==> config.mk <==
export PLATFORM = sky130hd
export DESIGN_NAME = accelerator_convolutional_fnn_w_feeder
export DESIGN_NICKNAME = d
export VERILOG_FILES = /design/src/rtl/accelerator_convolutional_fnn_w_feeder.sv
export SDC_FILE = /design/constraint.sdc
export NUM_CORES = 2
export LEC_CHECK = 0
export BUFFER_PORTS_ARGS = -buffer_cell sky130_fd_sc_hd__buf_2
export CORE_UTILIZATION = 35
export CTS_BUF_LIST = sky130_fd_sc_hd__clkbuf_4 sky130_fd_sc_hd__clkbuf_8
export DETAILED_ROUTE_END_ITERATION = 10
export MAX_ROUTING_LAYER = met4
export RECOVER_POWER = 50
export SYNTH_ARGS = -nofsm -noshare
export SYNTH_HDL_FRONTEND = slang
export SYNTH_SLANG_ARGS = --single-unit
==> constraint.sdc <==
create_clock -name CLK -period 6.1 [get_ports CLK]
set_input_delay 1.22 -clock CLK [delete_from_list [all_inputs] [get_ports CLK]]
set_output_delay 1.22 -clock CLK [all_outputs]
set_load 0.01 [all_outputs]
==> src/rtl/accelerator_convolutional_fnn_w_feeder.sv <==
// Weight feeder for the convolutional FNN accelerator: buffers an L x X weight
// matrix and streams it element by element, paced by the accelerator acknowledge.
module accelerator_convolutional_fnn_w_feeder #(
  parameter int DATA_SIZE    = 64,
  parameter int CONTROL_SIZE = 4,
  parameter int MAX_L        = 8,
  parameter int MAX_X        = 8,
  parameter int ADDRESS_SIZE = 6
) (
  input  logic                    CLK,
  input  logic                    RST,
  input  logic                    LOAD_ENABLE,
  input  logic [ADDRESS_SIZE-1:0] LOAD_ADDRESS,
  input  logic [DATA_SIZE-1:0]    LOAD_DATA,
  input  logic [DATA_SIZE-1:0]    SIZE_L_IN,
  input  logic [DATA_SIZE-1:0]    SIZE_X_IN,
  input  logic                    START,
  output logic                    READY,
  output logic                    ERROR,
  output logic [DATA_SIZE-1:0]    W_IN,
  output logic                    W_IN_L_ENABLE,
  output logic                    W_IN_X_ENABLE,
  input  logic                    W_OUT_X_ENABLE
);

  localparam int DEPTH = MAX_L * MAX_X;
  localparam int LW    = (MAX_L > 1) ? $clog2(MAX_L) : 1;
  localparam int XW    = (MAX_X > 1) ? $clog2(MAX_X) : 1;

  typedef enum logic [1:0] {
    S_IDLE  = 2'd0,
    S_ISSUE = 2'd1,
    S_WAIT  = 2'd2,
    S_DONE  = 2'd3
  } state_t;

  state_t                  r_state, w_state_nxt;
  logic [DATA_SIZE-1:0]    r_mem [DEPTH];
  logic [LW-1:0]           r_l, w_l_nxt, r_size_l_m1, w_size_l_m1_nxt;
  logic [XW-1:0]           r_x, w_x_nxt, r_size_x_m1, w_size_x_m1_nxt;
  logic                    r_err, w_err_nxt;
  logic [DATA_SIZE-1:0]    r_w_in, w_w_in_nxt;
  logic                    r_x_en, w_x_en_nxt;
  logic                    r_l_en, w_l_en_nxt;
  logic                    r_ready, w_ready_nxt;
  logic                    r_error, w_error_nxt;
  logic [ADDRESS_SIZE-1:0] w_rd_addr;
  logic                    w_wr_en;
  logic                    w_size_bad;
  logic [CONTROL_SIZE-1:0] w_unused_control;

  assign w_unused_control = {CONTROL_SIZE{1'b0}};

  assign w_rd_addr = ADDRESS_SIZE'(r_l) * ADDRESS_SIZE'(MAX_X) + ADDRESS_SIZE'(r_x);
  assign w_wr_en   = LOAD_ENABLE && (r_state == S_IDLE) && (32'(LOAD_ADDRESS) < 32'(DEPTH));

  assign w_size_bad = (SIZE_L_IN == {DATA_SIZE{1'b0}}) ||
                      (SIZE_X_IN == {DATA_SIZE{1'b0}}) ||
                      (SIZE_L_IN > DATA_SIZE'(MAX_L))  ||
                      (SIZE_X_IN > DATA_SIZE'(MAX_X));

  // Weight buffer write port; contents deliberately survive reset
  always_ff @(posedge CLK) begin
    if (w_wr_en) begin
      r_mem[LOAD_ADDRESS] <= LOAD_DATA;
    end
  end

  // Next-state, counter and output computation
  always_comb begin
    w_state_nxt     = r_state;
    w_l_nxt         = r_l;
    w_x_nxt         = r_x;
    w_size_l_m1_nxt = r_size_l_m1;
    w_size_x_m1_nxt = r_size_x_m1;
    w_err_nxt       = r_err;
    w_w_in_nxt      = r_w_in;
    w_x_en_nxt      = 1'b0;
    w_l_en_nxt      = 1'b0;
    w_ready_nxt     = 1'b0;
    w_error_nxt     = 1'b0;
    case (r_state)
      S_IDLE: begin
        if (START) begin
          // Sizes are kept as (size-1) truncated to counter width
          w_size_l_m1_nxt = LW'(SIZE_L_IN - DATA_SIZE'(1));
          w_size_x_m1_nxt = XW'(SIZE_X_IN - DATA_SIZE'(1));
          w_l_nxt         = {LW{1'b0}};
          w_x_nxt         = {XW{1'b0}};
          if (w_size_bad) begin
            w_err_nxt   = 1'b1;
            w_state_nxt = S_DONE;
          end else begin
            w_state_nxt = S_ISSUE;
          end
        end else begin
          w_state_nxt = S_IDLE;
        end
      end
      S_ISSUE: begin
        w_w_in_nxt  = r_mem[w_rd_addr];
        w_x_en_nxt  = 1'b1;
        w_l_en_nxt  = (r_x == {XW{1'b0}});
        w_state_nxt = S_WAIT;
      end
      S_WAIT: begin
        if (W_OUT_X_ENABLE) begin
          if (r_x < r_size_x_m1) begin
            w_x_nxt     = r_x + XW'(1);
            w_state_nxt = S_ISSUE;
          end else begin
            w_x_nxt = {XW{1'b0}};
            if (r_l < r_size_l_m1) begin
              w_l_nxt     = r_l + LW'(1);
              w_state_nxt = S_ISSUE;
            end else begin
              w_state_nxt = S_DONE;
            end
          end
        end else begin
          w_state_nxt = S_WAIT;
        end
      end
      S_DONE: begin
        w_ready_nxt = 1'b1;
        w_error_nxt = r_err;
        w_err_nxt   = 1'b0;
        w_state_nxt = S_IDLE;
      end
      default: begin
        w_state_nxt = S_IDLE;
      end
    endcase
  end

  // State, counters and registered outputs
  always_ff @(posedge CLK or negedge RST) begin
    if (!RST) begin
      r_state     <= S_IDLE;
      r_l         <= {LW{1'b0}};
      r_x         <= {XW{1'b0}};
      r_size_l_m1 <= {LW{1'b0}};
      r_size_x_m1 <= {XW{1'b0}};
      r_err       <= 1'b0;
      r_w_in      <= {DATA_SIZE{1'b0}};
      r_x_en      <= 1'b0;
      r_l_en      <= 1'b0;
      r_ready     <= 1'b0;
      r_error     <= 1'b0;
    end else begin
      r_state     <= w_state_nxt;
      r_l         <= w_l_nxt;
      r_x         <= w_x_nxt;
      r_size_l_m1 <= w_size_l_m1_nxt;
      r_size_x_m1 <= w_size_x_m1_nxt;
      r_err       <= w_err_nxt;
      r_w_in      <= w_w_in_nxt;
      r_x_en      <= w_x_en_nxt;
      r_l_en      <= w_l_en_nxt;
      r_ready     <= w_ready_nxt;
      r_error     <= w_error_nxt;
    end
  end

  assign W_IN          = r_w_in;
  assign W_IN_X_ENABLE = r_x_en;
  assign W_IN_L_ENABLE = r_l_en;
  assign READY         = r_ready;
  assign ERROR         = r_error;

endmodule

Word-level counts from Yosys, hierarchy flattened
Memory sizes are Yosys's and may differ from the RTL's. A register that Yosys moved wholly into a read port is not among the register bits. Cells that the tools add are included.

Add/subtract/negate cells: 5. Magnitude comparators: 4. Equal/unequal tests: 8. Muxes and demuxes: 23. Reduce and logical (&&, ||, !) cells: 15.

Operators with widths (number): 64-bit by 4-bit greater-than comparator with 1-bit output, second input constant (2); 64-bit zero test (2); 3-bit two-way mux (6); 3-bit case mux with 2 select lines (2); 2-bit two-way mux (5); 2-bit inequality test, second input constant (5); 1-bit two-way mux (8); 2-bit case mux with 4 select lines (1); 3-bit by 1-bit adder with 3-bit output, second input constant (2); 6-bit by 3-bit adder with 6-bit output (1); 3-bit < comparator (2); 3-bit AND reduction (2); 3-bit by 1-bit subtractor with 3-bit output, second input constant (2); 5-bit AND reduction (1); 2-bit == test, second input constant (2); 2-bit nonzero test (2); 3-bit zero test (1); 1-bit logical OR (3); 2-bit by 1-bit == test with 1-bit output, second input constant (1); 2-bit zero test (1); 1-bit case mux with 2 select lines (1); 2-bit AND reduction (1); 1-bit logical AND (1); 1-bit zero test (1).

Register bits after elaboration: 19. RAM bits: 4096. Input bits: 203. Output and inout bits: 68. Word-level logic and storage cells: 66. Memories kept: 1.

Memory list: r_mem (depth 64, width 64, rd ports 1, clocked after memory_dff 1, wr ports 1, line 38) `logic [DATA_SIZE-1:0] r_mem [DEPTH];`.

Logic depth before layout (Yosys ltp)
Depth in word-level cells: 7. Gate-level depth with buffers: 10. Depth with buffers taken out: 8.

Least setup slack after synthesis
Ideal clock, no wire load.

Path kind: input port to flip-flop. Start point: input port LOAD_ADDRESS[3]. End point: memory r_mem[10][0], enable pin. Setup time: 486 ps. Data arrival time: 4721 ps. Required time: 5614 ps. Path slack: 892 ps. Stages: 4. Buffers on the path: 2. Cells stage by stage: clkbuf_1 > or3b_2 > clkbuf_1 > nor2_1.

RTL lines: start: declaration (line 13) `input logic [ADDRESS_SIZE-1:0] LOAD_ADDRESS,`; end: declaration (line 38).

Straight into the memory's write port.

Final worst setup path
Start point: register r_state[0]. End point: memory r_mem[61][26], enable pin.

Word-level cells in the longest chain between the ends: 4.

Ends and longest elaborated chain: start: declaration (line 37) `state_t r_state, w_state_nxt;`; start signal: assignment (line 151) `r_state <= w_state_nxt;`; 2-bit zero test (line 55) `assign w_wr_en = LOAD_ENABLE && (r_state == S_IDLE) && (32'(LOAD_ADDRESS) < 32'(DEPTH));`; 1-bit logical AND (line 55); 1-bit two-way mux (line 64) `if (w_wr_en) begin`; 1-bit two-way mux (not written as such) (line 65) `r_mem[LOAD_ADDRESS] <= LOAD_DATA;`.

Every way passes these cells.

==> out/qor.txt <==
leading cell type in the layout, fill and taps excluded - edfxtp_1
dpl cells - 13300
Sink Count - 4179
failing checks - capacitance limit, slew limit
core area - 450000 µm²
Crit Path Category - flip-flop to flip-flop
status - finished, violations left
commonest cells after routing, fill and taps aside - 4096 x edfxtp_1, 768 x mux4_2, 682 x clkbuf_8
P per Cell Area - 360 nW/µm²
Initial DRT Pass Iterations - 6
clk slew on worst S/H paths - 0.07 ns
maximum vdd drop - 0.231 mV
largest net degree at the start of global routing - 134
Slew @ Worst Pin - 3.79 ns
Worst Skew - 0.0698 ns
Worst EP required - 6.86 ns
r2r worst-path depth - 5
DP HPWL - 249 mm
met1 Use GR - 0.259
fraction of synthesized area in multiplexers - 0.150
crit-path cells - nor2_1 -> and3_1 -> nand2_1 -> nor2_4 -> dlymetal6s4s_1
I/O Buffers - 270
Max Slew Vio Count - 4300
layout cells sized above 1 - 0.274
Synth Area in Adders - 0.000790
met2 usage - 0.323
Wirelength per Cell - 31.1 µm
register bit total from synthesis - 4179
Buf/Inv on CP - 1
hold-critical path endpoint - r_size_l_m1[0]
critical path capture point type - flip-flop
Routed WL - 451 mm
CP peak stage delay - 2.29 ns
Seq/Total Area, Yosys - 0.789
final period utilization - 0.811
RSZ-0062 raised after global routing - false
Reg2Reg Setup Slack - 1.15 ns
Compound-Gate Fraction of Synth Area - 0.0302
die area - 455000 µm²
main combinational cell family by area after synthesis - multiplexers
synthesized area - 158000 µm²
vias in the first global route - 81400
vias per std cell - 5.53
Post-CTS Hold Fix Bufs - 1
Rel. slew slack - -1.53
fin cells - 14500
Clock Latency Late Sink - 1.27 ns
gr ovfl total - 0
Top FF cell, synth - edfxtp_1
Tot Pwr - 65.1 mW
TNS Setup - 0 ns
DIE WIDTH - 675 µm
antenna violations before repair - 29
Max FO, Critical Path - 38
GR Util met3 - 0.0333
final hold violation count - 0
Max Freq - 0.202 GHz
leakage power - 54.6 nW
DR DRC count - 0
Worst EP arrival - 5.71 ns
routability cong. - 0.809
post-route ant nets - 0
hold slack - 0.207 ns
Yosys cell types - 40
post-CTS resize count - 0
global-route wire length before repair - 626 mm
Hold Crit Depth - 2
nets - 8240
Final Cell Area - 181000 µm²
Post CTS Setup Buffer Count - 0
Synth Area in Simple Gates - 0.0170
FF-to-FF End - r_mem[61][26]
via count - 80200
Post-synth ARST share - 0.0199
initial DRC count - 9225
number of H-tree levels - 6
min Tclk post-route - 4.95 ns
grt peak-use layer - met2
reg2reg start - r_state[0]
CTS root buffer - clkbuf_8
Final setup viols - 0
P&R area growth vs syn - 14.2%
Max Cap Viol - 68
startpoint types - flip-flop
CP max-delay cell - dlymetal6s4s_1
Initial Util - 0.352
Synth Area per Inst - 21.9 µm²
Hold Path Class - input port to flip-flop
TritonCTS clock tree - done
clock buffer depth - 4
Hold Crit Start - SIZE_L_IN[0]
io pins - 271
EDFF count, synth - 4096
Crit path max-delay family - buffers and inverters
Post-Synthesis Cells - 7247
XOR/XNOR Fraction of Synth Area - 0.000166
Die H - 675 µm
GR Util All Layers - 0.199
row count - 246
Synth Net Count - 7460
CTS buffer count - 652
DP Area - 168000 µm²
synth warn - 0
-- Yosys cell counts (30+ instances only) --
cell | n | share of area
o22ai_1 | 128 | 0.0051
buf_1 | 30 | 0.00071
dfrtp_1 | 83 | 0.013
a22oi_1 | 448 | 0.021
edfxtp_1 | 4096 | 0.78
a211oi_1 | 64 | 0.0030
buf_2 | 157 | 0.0050
mux4_2 | 768 | 0.11
mux2i_1 | 643 | 0.041
nand4_1 | 70 | 0.0028
nand3_1 | 199 | 0.0063
clkbuf_1 | 178 | 0.0042
buf_4 | 39 | 0.0018
nand2_1 | 148 | 0.0035
nor2_1 | 76 | 0.0018
-- kinds of logic (layout without fill, tap and decap cells) --
kind of cell	after synthesis	after routing
multiplexers	1412	1412
XOR/XNOR	3	3
AO/OA/AOI/OAI	662	662
adder cells (fa/ha/maj)	10	10
buffers and inverters	424	1716
AND/OR/NAND/NOR	557	557
flip-flops	4179	4179
other	0	16
-- worst max path at each step --
stage                          from       endpoint  slack [ns]  depth (start not counted)
floorplan           LOAD_ADDRESS[3]   r_mem[10][0]        0.89                          4
global placement        LOAD_ENABLE  r_mem[14][15]        1.47                          6
detailed placement      LOAD_ENABLE  r_mem[14][15]        1.56                          6
CTS                          r_x[0]       W_IN[29]        1.99                          7
global route             r_state[0]  r_mem[61][21]        1.03                          5
finish                   r_state[0]  r_mem[61][26]        1.15                          5
-- report_power, final --
group	switching (mW)	internal [mW]	total, mW
clock	10.9	12.1	23.0
combinational	6.15	3.41	9.56
sequential	0.573	32.0	32.6
-- layout make-up --
cell class / count / area (µm²)
Timing Repair Buffer: 536 / 3700
Antenna cell: 16 / 40.0
Clock buffer: 922 / 11200
Sequential cell: 4179 / 125000
Tap cell: 5952 / 7450
Clock inverter: 244 / 1450
Multi-Input combinational cell: 2644 / 31900
Inverter: 14 / 53.8
Fill cell: 39300 / 269000
-- metrics by stage --
| stage | utilization | setup WS, ns |
|---|---|---|
| after global routing | 0.402 | 1.03 |
| after floorplan | - | 0.892 |
| after global placement | 0.374 | 1.47 |
| after detailed placement | 0.374 | 1.56 |
| final | 0.402 | 1.15 |
| after CTS | 0.403 | 1.99 |
-- layer usage --
layer / up-vias / wire, µm
met3: 705 / 34600
met2: 3932 / 221000
met5: - / 0
met4: 0 / 14000
met1: 43200 / 181000
li1: 32400 / -
-- state kept, by name, indices dropped and copies added, names as in the netlist --
name,count
READY,1
r_size_l_m1,3
W_IN,64
r_mem,4096
r_err,1
W_IN_L_ENABLE,1
W_IN_X_ENABLE,1
r_state,2
r_size_x_m1,3
r_x,3
ERROR,1
r_l,3
(Power assumes the default switching activity.)
